===== config.mk =====
export PLATFORM = sky130hd
export DESIGN_NAME = mem_arbiter
export DESIGN_NICKNAME = d
export VERILOG_FILES = /design/src/rtl/mem_arbiter.sv
export SDC_FILE = /design/constraint.sdc
export NUM_CORES = 1
export LEC_CHECK = 0
export BUFFER_PORTS_ARGS = -buffer_cell sky130_fd_sc_hd__buf_4
export CORE_UTILIZATION = 40
export CTS_CLUSTER_DIAMETER = 50
export CTS_CLUSTER_SIZE = 10
export DETAILED_ROUTE_END_ITERATION = 6
export PLACE_DENSITY = 0.77
export RECOVER_POWER = 50
export SLEW_MARGIN = 10
export SYNTH_ARGS = -nofsm -noshare
export SYNTH_HDL_FRONTEND = slang
export SYNTH_SLANG_ARGS = --single-unit

===== constraint.sdc =====
create_clock -name clk -period 1.5 [get_ports clk]
set_clock_uncertainty 0.05 [all_clocks]
set_input_delay 0.15 -clock clk [delete_from_list [all_inputs] [get_ports clk]]
set_output_delay 0.15 -clock clk [all_outputs]
set_load 0.005 [all_outputs]

===== src/rtl/mem_arbiter.sv =====
// Two-port round-robin arbiter that registers one command per cycle onto a single-port synchronous memory.
// Define ARB_STATS_EN to add saturating per-port grant counters (a_count, b_count).
module mem_arbiter #(
  parameter int DWIDTH = 16,
  parameter int AWIDTH = 12,
  parameter int STATW  = 16
) (
  input  logic              clk,
  input  logic              reset,
  input  logic              a_req,
  input  logic              a_we,
  input  logic [AWIDTH-1:0] a_addr,
  input  logic [DWIDTH-1:0] a_wdata,
  output logic              a_gnt,
  output logic              a_rvalid,
  input  logic              b_req,
  input  logic              b_we,
  input  logic [AWIDTH-1:0] b_addr,
  input  logic [DWIDTH-1:0] b_wdata,
  output logic              b_gnt,
  output logic              b_rvalid,
  output logic              mem_load,
  output logic [AWIDTH-1:0] mem_addr,
  output logic [DWIDTH-1:0] mem_d,
  input  logic [DWIDTH-1:0] mem_q,
  output logic [DWIDTH-1:0] rdata
`ifdef ARB_STATS_EN
  ,
  output logic [STATW-1:0]  a_count,
  output logic [STATW-1:0]  b_count
`endif
);

  typedef enum logic {
    PORT_A = 1'b0,
    PORT_B = 1'b1
  } port_t;

  port_t             r_lastGnt;
  logic              r_s1Valid;
  port_t             r_s1Port;
  logic              r_s2Valid;
  port_t             r_s2Port;

  logic              w_aGnt;
  logic              w_bGnt;
  logic              w_xfer;
  logic              w_selWe;
  logic [AWIDTH-1:0] w_selAddr;
  logic [DWIDTH-1:0] w_selWdata;
  port_t             w_selPort;

  // On contention the port not granted last wins; a lone requester always wins.
  always_comb begin
    w_aGnt     = a_req && (!b_req || (r_lastGnt == PORT_B));
    w_bGnt     = b_req && (!a_req || (r_lastGnt == PORT_A));
    w_xfer     = w_aGnt || w_bGnt;
    w_selPort  = w_aGnt ? PORT_A : PORT_B;
    w_selWe    = w_aGnt ? a_we : b_we;
    w_selAddr  = w_aGnt ? a_addr : b_addr;
    w_selWdata = w_aGnt ? a_wdata : b_wdata;
  end

  assign a_gnt = w_aGnt;
  assign b_gnt = w_bGnt;

  always_ff @(posedge clk or negedge reset) begin
    if (!reset) begin
      r_lastGnt <= PORT_B;
      mem_load  <= 1'b0;
      mem_addr  <= '0;
      mem_d     <= '0;
      r_s1Valid <= 1'b0;
      r_s1Port  <= PORT_A;
      r_s2Valid <= 1'b0;
      r_s2Port  <= PORT_A;
    end else begin
      if (w_xfer) begin
        r_lastGnt <= w_selPort;
        mem_load  <= w_selWe;
        mem_addr  <= w_selAddr;
        mem_d     <= w_selWdata;
      end else begin
        mem_load  <= 1'b0;
      end
      // Stage 2 lines up with the memory's registered read data.
      r_s1Valid <= w_xfer && !w_selWe;
      r_s1Port  <= w_selPort;
      r_s2Valid <= r_s1Valid;
      r_s2Port  <= r_s1Port;
    end
  end

  assign rdata    = mem_q;
  assign a_rvalid = r_s2Valid && (r_s2Port == PORT_A);
  assign b_rvalid = r_s2Valid && (r_s2Port == PORT_B);

`ifdef ARB_STATS_EN
  localparam logic [STATW-1:0] STAT_ONE = {{(STATW-1){1'b0}}, 1'b1};

  // Counters saturate at all-ones rather than wrapping.
  always_ff @(posedge clk or negedge reset) begin
    if (!reset) begin
      a_count <= '0;
      b_count <= '0;
    end else begin
      if (w_aGnt && (a_count != {STATW{1'b1}})) a_count <= a_count + STAT_ONE;
      if (w_bGnt && (b_count != {STATW{1'b1}})) b_count <= b_count + STAT_ONE;
    end
  end
`endif

endmodule


==> results of run 1 <==
[final timing paths]
kind / end / startpoint / slack, ps
min in group asynchronous: mem_d[8] / reset / 470
min: r_s1Valid / a_we / 20
min reg2reg: r_s2Valid / r_s1Valid / 300
max in group asynchronous: mem_d[10] / reset / 400
max: b_gnt / r_lastGnt / 50
max reg2reg: mem_d[13] / r_lastGnt / 100
[synth_stat cells]
cell type,instances
dfrtp_1,33
dfstp_2,1
buf_2,5
a21boi_0,1
o22ai_2,1
a31oi_1,28
buf_4,17
buf_6,3
nor2b_1,1
a22o_1,1
and3_1,28
o21ai_0,8
clkbuf_1,7
buf_8,1
nand2_1,1
a21boi_2,1
clkbuf_2,1
inv_2,1
inv_1,3
o21ai_1,20
and2_1,1
nand2_2,1
mux2i_1,28
[routing by layer]
layer,track usage,vias up
met5,0,-
met4,0.0436,0
met3,0.0549,2
met2,0.334,67
met1,0.265,857
li1,-,849
[layout make-up]
type	instances	area, µm²
Timing Repair Buffer	107	822
Fill cell	410	1820
Inverter	4	15.0
Clock buffer	7	86.3
Tap cell	52	65.1
Sequential cell	34	852
Clock inverter	1	5.00
Multi-Input combinational cell	120	836
[power by group through the flow]
| stage | sequential [µW] | clock [µW] | combinational, µW |
|---|---|---|---|
| after floorplan | 1120 | 0 | 340 |
| after global placement | 1120 | 0 | 695 |
| after global routing | 1130 | 776 | 792 |
| after CTS | 1110 | 722 | 720 |
| final | 1110 | 688 | 714 |
| after detailed placement | 1120 | 0 | 710 |
[cells in the final DEF (no fill, tap or decap)]
cell           count
dlygate4sd3_1      2
o22ai_2            1
inv_2              2
and3_1            28
a21boi_0           1
a21boi_2           1
mux2i_1           28
dfstp_2            1
a31oi_1           28
and2_1             1
buf_4             96
inv_1              2
a22o_1             1
clkbuf_8           6
o21ai_1           20
clkbuf_4           6
nor2b_1            1
clkbuf_1           1
clkinv_2           1
buf_6              1
nand2_2            2
dfrtp_1           33
o21ai_0            8
clkbuf_2           1
buf_12             1
[timing repair]
action,CTS,global route
hold endpoints to repair,34,0
hold buffers,2,0
pin swaps,0,1
resized for setup,1,2
buffers inserted,1,1
endpoints found under the setup margin,1,2
[logic make-up (layout without fill, tap and decap cells)]
family	after synthesis	after routing	synth area share
AO/OA/AOI/OAI	60	60	0.184
buffers and inverters	38	119	0.128
flip-flops	34	34	0.441
multiplexers	28	28	0.145
AND/OR/NAND/NOR	32	32	0.102
[state kept, by name (all words and copies together) (netlist names)]
register,flops
r_s2Valid,1
r_s2Port,1
r_s1Valid,1
r_s1Port,1
mem_load,1
mem_d,16
r_lastGnt,1
mem_addr,12
[per-stage QoR]
| step | area [µm²] | setup WS [ps] |
|---|---|---|
| 2_1_floorplan | 1930 | 294 |
| 3_3_place_gp | 2550 | 247 |
| 3_5_place_dp | 2550 | 212 |
| 4_1_cts | 2670 | 14.4 |
| 5_1_grt | 2680 | 0.739 |
| 6_report | 2680 | 48.6 |
==> results by group, run 1 <==
Outcome
  • Status: complete, no violations

Power and ir drop
  • Power Dens Cells: 937 nW/µm²
  • Net Switching: 690 µW
  • Register share of total power: 0.442
  • Clk pwr share: 0.274
  • Switch share: 0.275
  • Combinational share of power: 0.284
  • Internal Power: 1820 µW
  • Maximum vdd drop: 0.000640 V
  • Total power: 2510 µW
  • Pleak: 0.00140 µW

Timing
  • RSZ-0062 raised after global routing: false
  • Actual slew at the worst max-slew pin: 842 ps
  • Rel. slew slack: 0.439
  • Final period util: 0.968
  • Max-slew violation count: 0
  • Final setup TNS: 0 ps
  • Worst Hold Slack: 22.9 ps
  • Min Clock Period, post-route: 1450 ps
  • Fmax achieved: 0.689 GHz
  • Final setup viols: 0
  • Final hold viol count: 0

Cells and area
  • Final Util: 0.595
  • Final Non-Filler Cells: 325
  • Nets: 350
  • Antenna diode count: 0
  • Area Overhead vs Synth: 38.7%
  • Layout cells sized above 1: 0.436

Placement
  • GP Congestion: 0.765
  • Detailed Place HPWL: 3.36 mm
  • I/O Buffers: 94
  • Dpl cells: 313

Global route
  • First-pass GRT wire length: 8.16 mm
  • GRT Overall Usage: 0.201
  • GR Overflow Total: 0
  • Initial antenna violation count: 0
  • Largest net degree at the start of global routing: 35
  • Vias in the first global route: 1711

Synth
  • Avg Cell Area, Syn: 10.1 µm²
  • Top-area cell type share of the netlist area: 0.427
  • Synth Register Bits: 34
  • Mapped Cells: 192
  • Seq/Total Area, Yosys: 0.441
  • Cell taking the most area after synthesis: dfrtp_1
  • Yosys cell types: 23
  • Synth Cell Area: 1930 µm²
  • Syn Nets: 270
  • Yosys warnings: 0
  • Synth area leaders: dfrtp_1, mux2i_1, a31oi_1

Floorplan
  • Die Span X: 71.5 µm
  • Full die area: 5120 µm²
  • IO Pins: 127
  • Std cell rows: 24
  • Initial Util: 0.429
  • Core area: 4500 µm²
  • Die H: 71.5 µm

Clock network
  • Cts bufs inserted: 5
  • H-tree lvl count: 2
  • Clock buffer depth: 2
  • Clk Latency, worst-skew pair: 280 ps
  • Clock slew at reported path FFs: 70 ps
  • Root Buffer Master: clkbuf_8
  • Clk sinks: 34
  • TritonCTS clock tree: yes

Route
  • Routed Antenna Nets: 0
  • WL/cell: 14.8 µm
  • Met3 wire len: 304 µm
  • Avg Vias per Cell: 5.46
  • DR pass1 iterations: 4
  • Detailed-route wire length: 4.81 mm
  • Via count: 1775
  • Met2 Wirelength: 2.36 mm
  • DRT iter0 DRCs: 80
  • DRC Markers: 0
  • Metal1 wirelength: 2.12 mm
  • Top layer in use: met4

Critical path
  • Crit. path cell count: 5
  • Crit path cell chain: nand2_2 -> buf_6 -> nand2_2 -> inv_2 -> buf_4
  • CP Max Fanout: 4
  • Buf+Inv Stages, Crit Path: 3
  • CP arrival: 1250 ps
  • CP Class: reg2out
  • Critical path's most frequent cell: nand2_2
  • R2R cell count: 5
  • CP peak stage delay: 560 ps
  • Startpoint types: flop
  • Worst setup EP type: output pin
  • Data required, critical path: 1300 ps
  • Delay-heaviest family, CP: flip-flops
  • Slowest CP cell: dfstp_2

Run
  • Max Cap Viol: 0

Min path
  • Hold Path Stages: 2
  • Worst hold-check path type: in2reg
No activity file was read; power rests on OpenSTA's default activity.
==> run 2: changes to the inputs <==
Clock period 1.5 ns to 1.4 ns, I/O delays scaled along.
==> results by group, run 2 (synthesized netlist as in run 1, its figures left out) <==
Outcome
  • Status: finished with violations
  • Failing checks: setup timing

Clock network
  • Clock slew at reported path FFs: 60 ps (about the same)
  • H-tree lvl count: 2 (unchanged)
  • Clk Latency, worst-skew pair: 280 ps (about the same)
  • Root Buffer Master: clkbuf_8
  • Clock buffer depth: 2 (unchanged)
  • Cts bufs inserted: 5 (unchanged)
  • TritonCTS clock tree: yes
  • Clk sinks: 34 (unchanged)

Floorplan
  • IO Pins: 127 (unchanged)
  • Initial Util: 0.429 (unchanged)
  • Core area: 4500 µm² (unchanged)
  • Die Span X: 71.5 µm (unchanged)
  • Full die area: 5120 µm² (unchanged)
  • Die H: 71.5 µm (unchanged)
  • Std cell rows: 24 (unchanged)

Placement
  • I/O Buffers: 94 (unchanged)
  • Dpl cells: 312 (-0.32%)
  • Detailed Place HPWL: 3.44 mm (+2.4%)
  • Place WS: 43.2 ps (-169 ps)
  • GP Congestion: 0.797 (+4.2%)

Global route
  • First-pass GRT wire length: 8.09 mm (-0.85%)
  • Initial antenna violation count: 0 (unchanged)
  • Vias in the first global route: 1717 (+0.35%)
  • GR Overflow Total: 0 (unchanged)
  • Largest net degree at the start of global routing: 35 (unchanged)
  • GRT Overall Usage: 0.204 (+0.00229)

Timing
  • Final setup viols: 6 (+6)
  • Actual slew at the worst max-slew pin: 854 ps (+12.5 ps)
  • Fmax achieved: 0.693 GHz
  • Rel. slew slack: 0.431 (-0.00836)
  • RSZ-0062 raised after global routing: true
  • Final period util: 1.03
  • Final hold viol count: 0 (unchanged)
  • Min Clock Period, post-route: 1440 ps
  • Final setup margin: -43.0 ps (-91.6 ps)
  • Worst Hold Slack: 22.7 ps (-0.203 ps)
  • Max-slew violation count: 0 (unchanged)

Power and ir drop
  • Maximum vdd drop: 0.000504 V (-21%)
  • Power Dens Cells: 960 nW/µm² (+2.5%)
  • Pleak: 0.00145 µW (+3.8%)
  • Total power: 2750 µW (+9.5%)

Route
  • Via count: 1786 (+0.62%)
  • DR pass1 iterations: 4 (unchanged)
  • DRC Markers: 0 (unchanged)
  • Avg Vias per Cell: 5.41 (-0.90%)
  • Routed Antenna Nets: 0 (unchanged)
  • WL/cell: 15.7 µm (+6.2%)
  • DRT iter0 DRCs: 60 (-25%)
  • Detailed-route wire length: 5.18 mm (+7.8%)

Critical path
  • CP Max Fanout: 5 (+1)
  • CP Class: reg2out
  • Origin of the critical flop-to-flop path: r_lastGnt
  • Startpoint types: flop
  • R2R cell count: 5 (unchanged)
  • Worst setup EP type: output pin
  • Capturing point of the worst reg2reg path: mem_d[10]
  • R2R Setup Slk: -40 ps (-140 ps)
  • CP arrival: 1250 ps (about the same)
  • Data required, critical path: 1210 ps (-90 ps)

Min path
  • Worst hold-check path type: in2reg
  • Hold Path Stages: 2 (unchanged)
  • Hold EP: r_s1Valid
  • Min-delay src: a_we

Cells and area
  • Final Non-Filler Cells: 330 (+1.5%)
  • Top reg by flops: mem_d
  • Nets: 355 (+1.4%)
  • Commonest cells after routing, fill and taps aside: buf_4, dfrtp_1, mux2i_1, and3_1, o21ai_1
  • Most common cell after layout, fill and taps aside: buf_4
  • Number of flip-flops in the largest register: 16 (unchanged)
  • Final Util: 0.636 (+0.0408)
  • Area Overhead vs Synth: 48.2%
  • Antenna diode count: 0 (unchanged)
  • Biggest regs: mem_d x16, mem_addr x12
  • Layout cells sized above 1: 0.464 (+0.0281)

Run
  • Max Cap Viol: 0 (unchanged)
==> run 2: changes by cell type in the layout (fill, tap and decap cells not counted), moves of 2 or more <==
cell,before,now
buf_12,1,3
a31oi_1,28,21
clkbuf_1,1,3
o21ai_0,8,6
buf_4,96,103
o21ai_1,20,22
clkbuf_4,6,0
nand2_2,2,0
a31oi_2,0,2
a31oi_4,0,5
==> run 2: area by class of cell <==
class,instances,area [µm²]
clock buffer,8,80.1
fill,393,1640
inverter,4,17.5
multi-input combinational,120,942
sequential,34,852
tap,52,65.1
timing repair buffer,112,908
==> run 2: where the power goes <==
group          internal [µW]  switching, µW
combinational            509            373
clock                    353            321
sequential              1120           80.2
==> run 2: worst max-delay path by stage <==
| stage | cells after the start | endpoint | from | slack, ps |
|---|---|---|---|---|
| 3_3_place_gp | 5 | mem_load | r_lastGnt | 120 |
| 3_5_place_dp | 4 | mem_d[10] | r_lastGnt | 40 |
| 4_1_cts | 5 | b_gnt | r_lastGnt | -50 |
| 2_1_floorplan | 5 | r_s1Valid | r_lastGnt | 190 |
| 5_1_grt | 5 | mem_d[10] | r_lastGnt | -90 |
| 6_report | 5 | b_gnt | r_lastGnt | -40 |
==> run 2: what timing repair did <==
| action | 4_1_cts | 5_1_grt |
|---|---|---|
| hold buffers | 2 | 0 |
| setup buffers | 6 | 1 |
| endpoints found under the setup margin | 2 | 28 |
| endpoints found under the hold margin | 34 | 0 |
| cloned | 1 | 0 |
| pin swaps | 4 | 8 |
| resized for setup | 6 | 13 |
==> run 2: metal layers <==
layer	vias to the layer above	GRT usage	routed length, µm
met5	-	0	0
met1	856	0.260	2210
met3	7	0.0422	292
met4	0	0.0763	50
li1	862	-	-
met2	61	0.342	2630
==> run 2: per-stage QoR <==
stage          TNS, ps  instance area [µm²]
6_report          -154                 2870
5_1_grt           -953                 2870
4_1_cts           -125                 2760
3_5_place_dp         0                 2570
3_3_place_gp         0                 2570
2_1_floorplan        0                 1930
==> run 2: critical path, stage by stage, from the launching register on <==
cell	delay (ps)
dfstp_2	580
nand2_4	70
buf_12	130
nand2_8	60
inv_4	30
buf_6	100
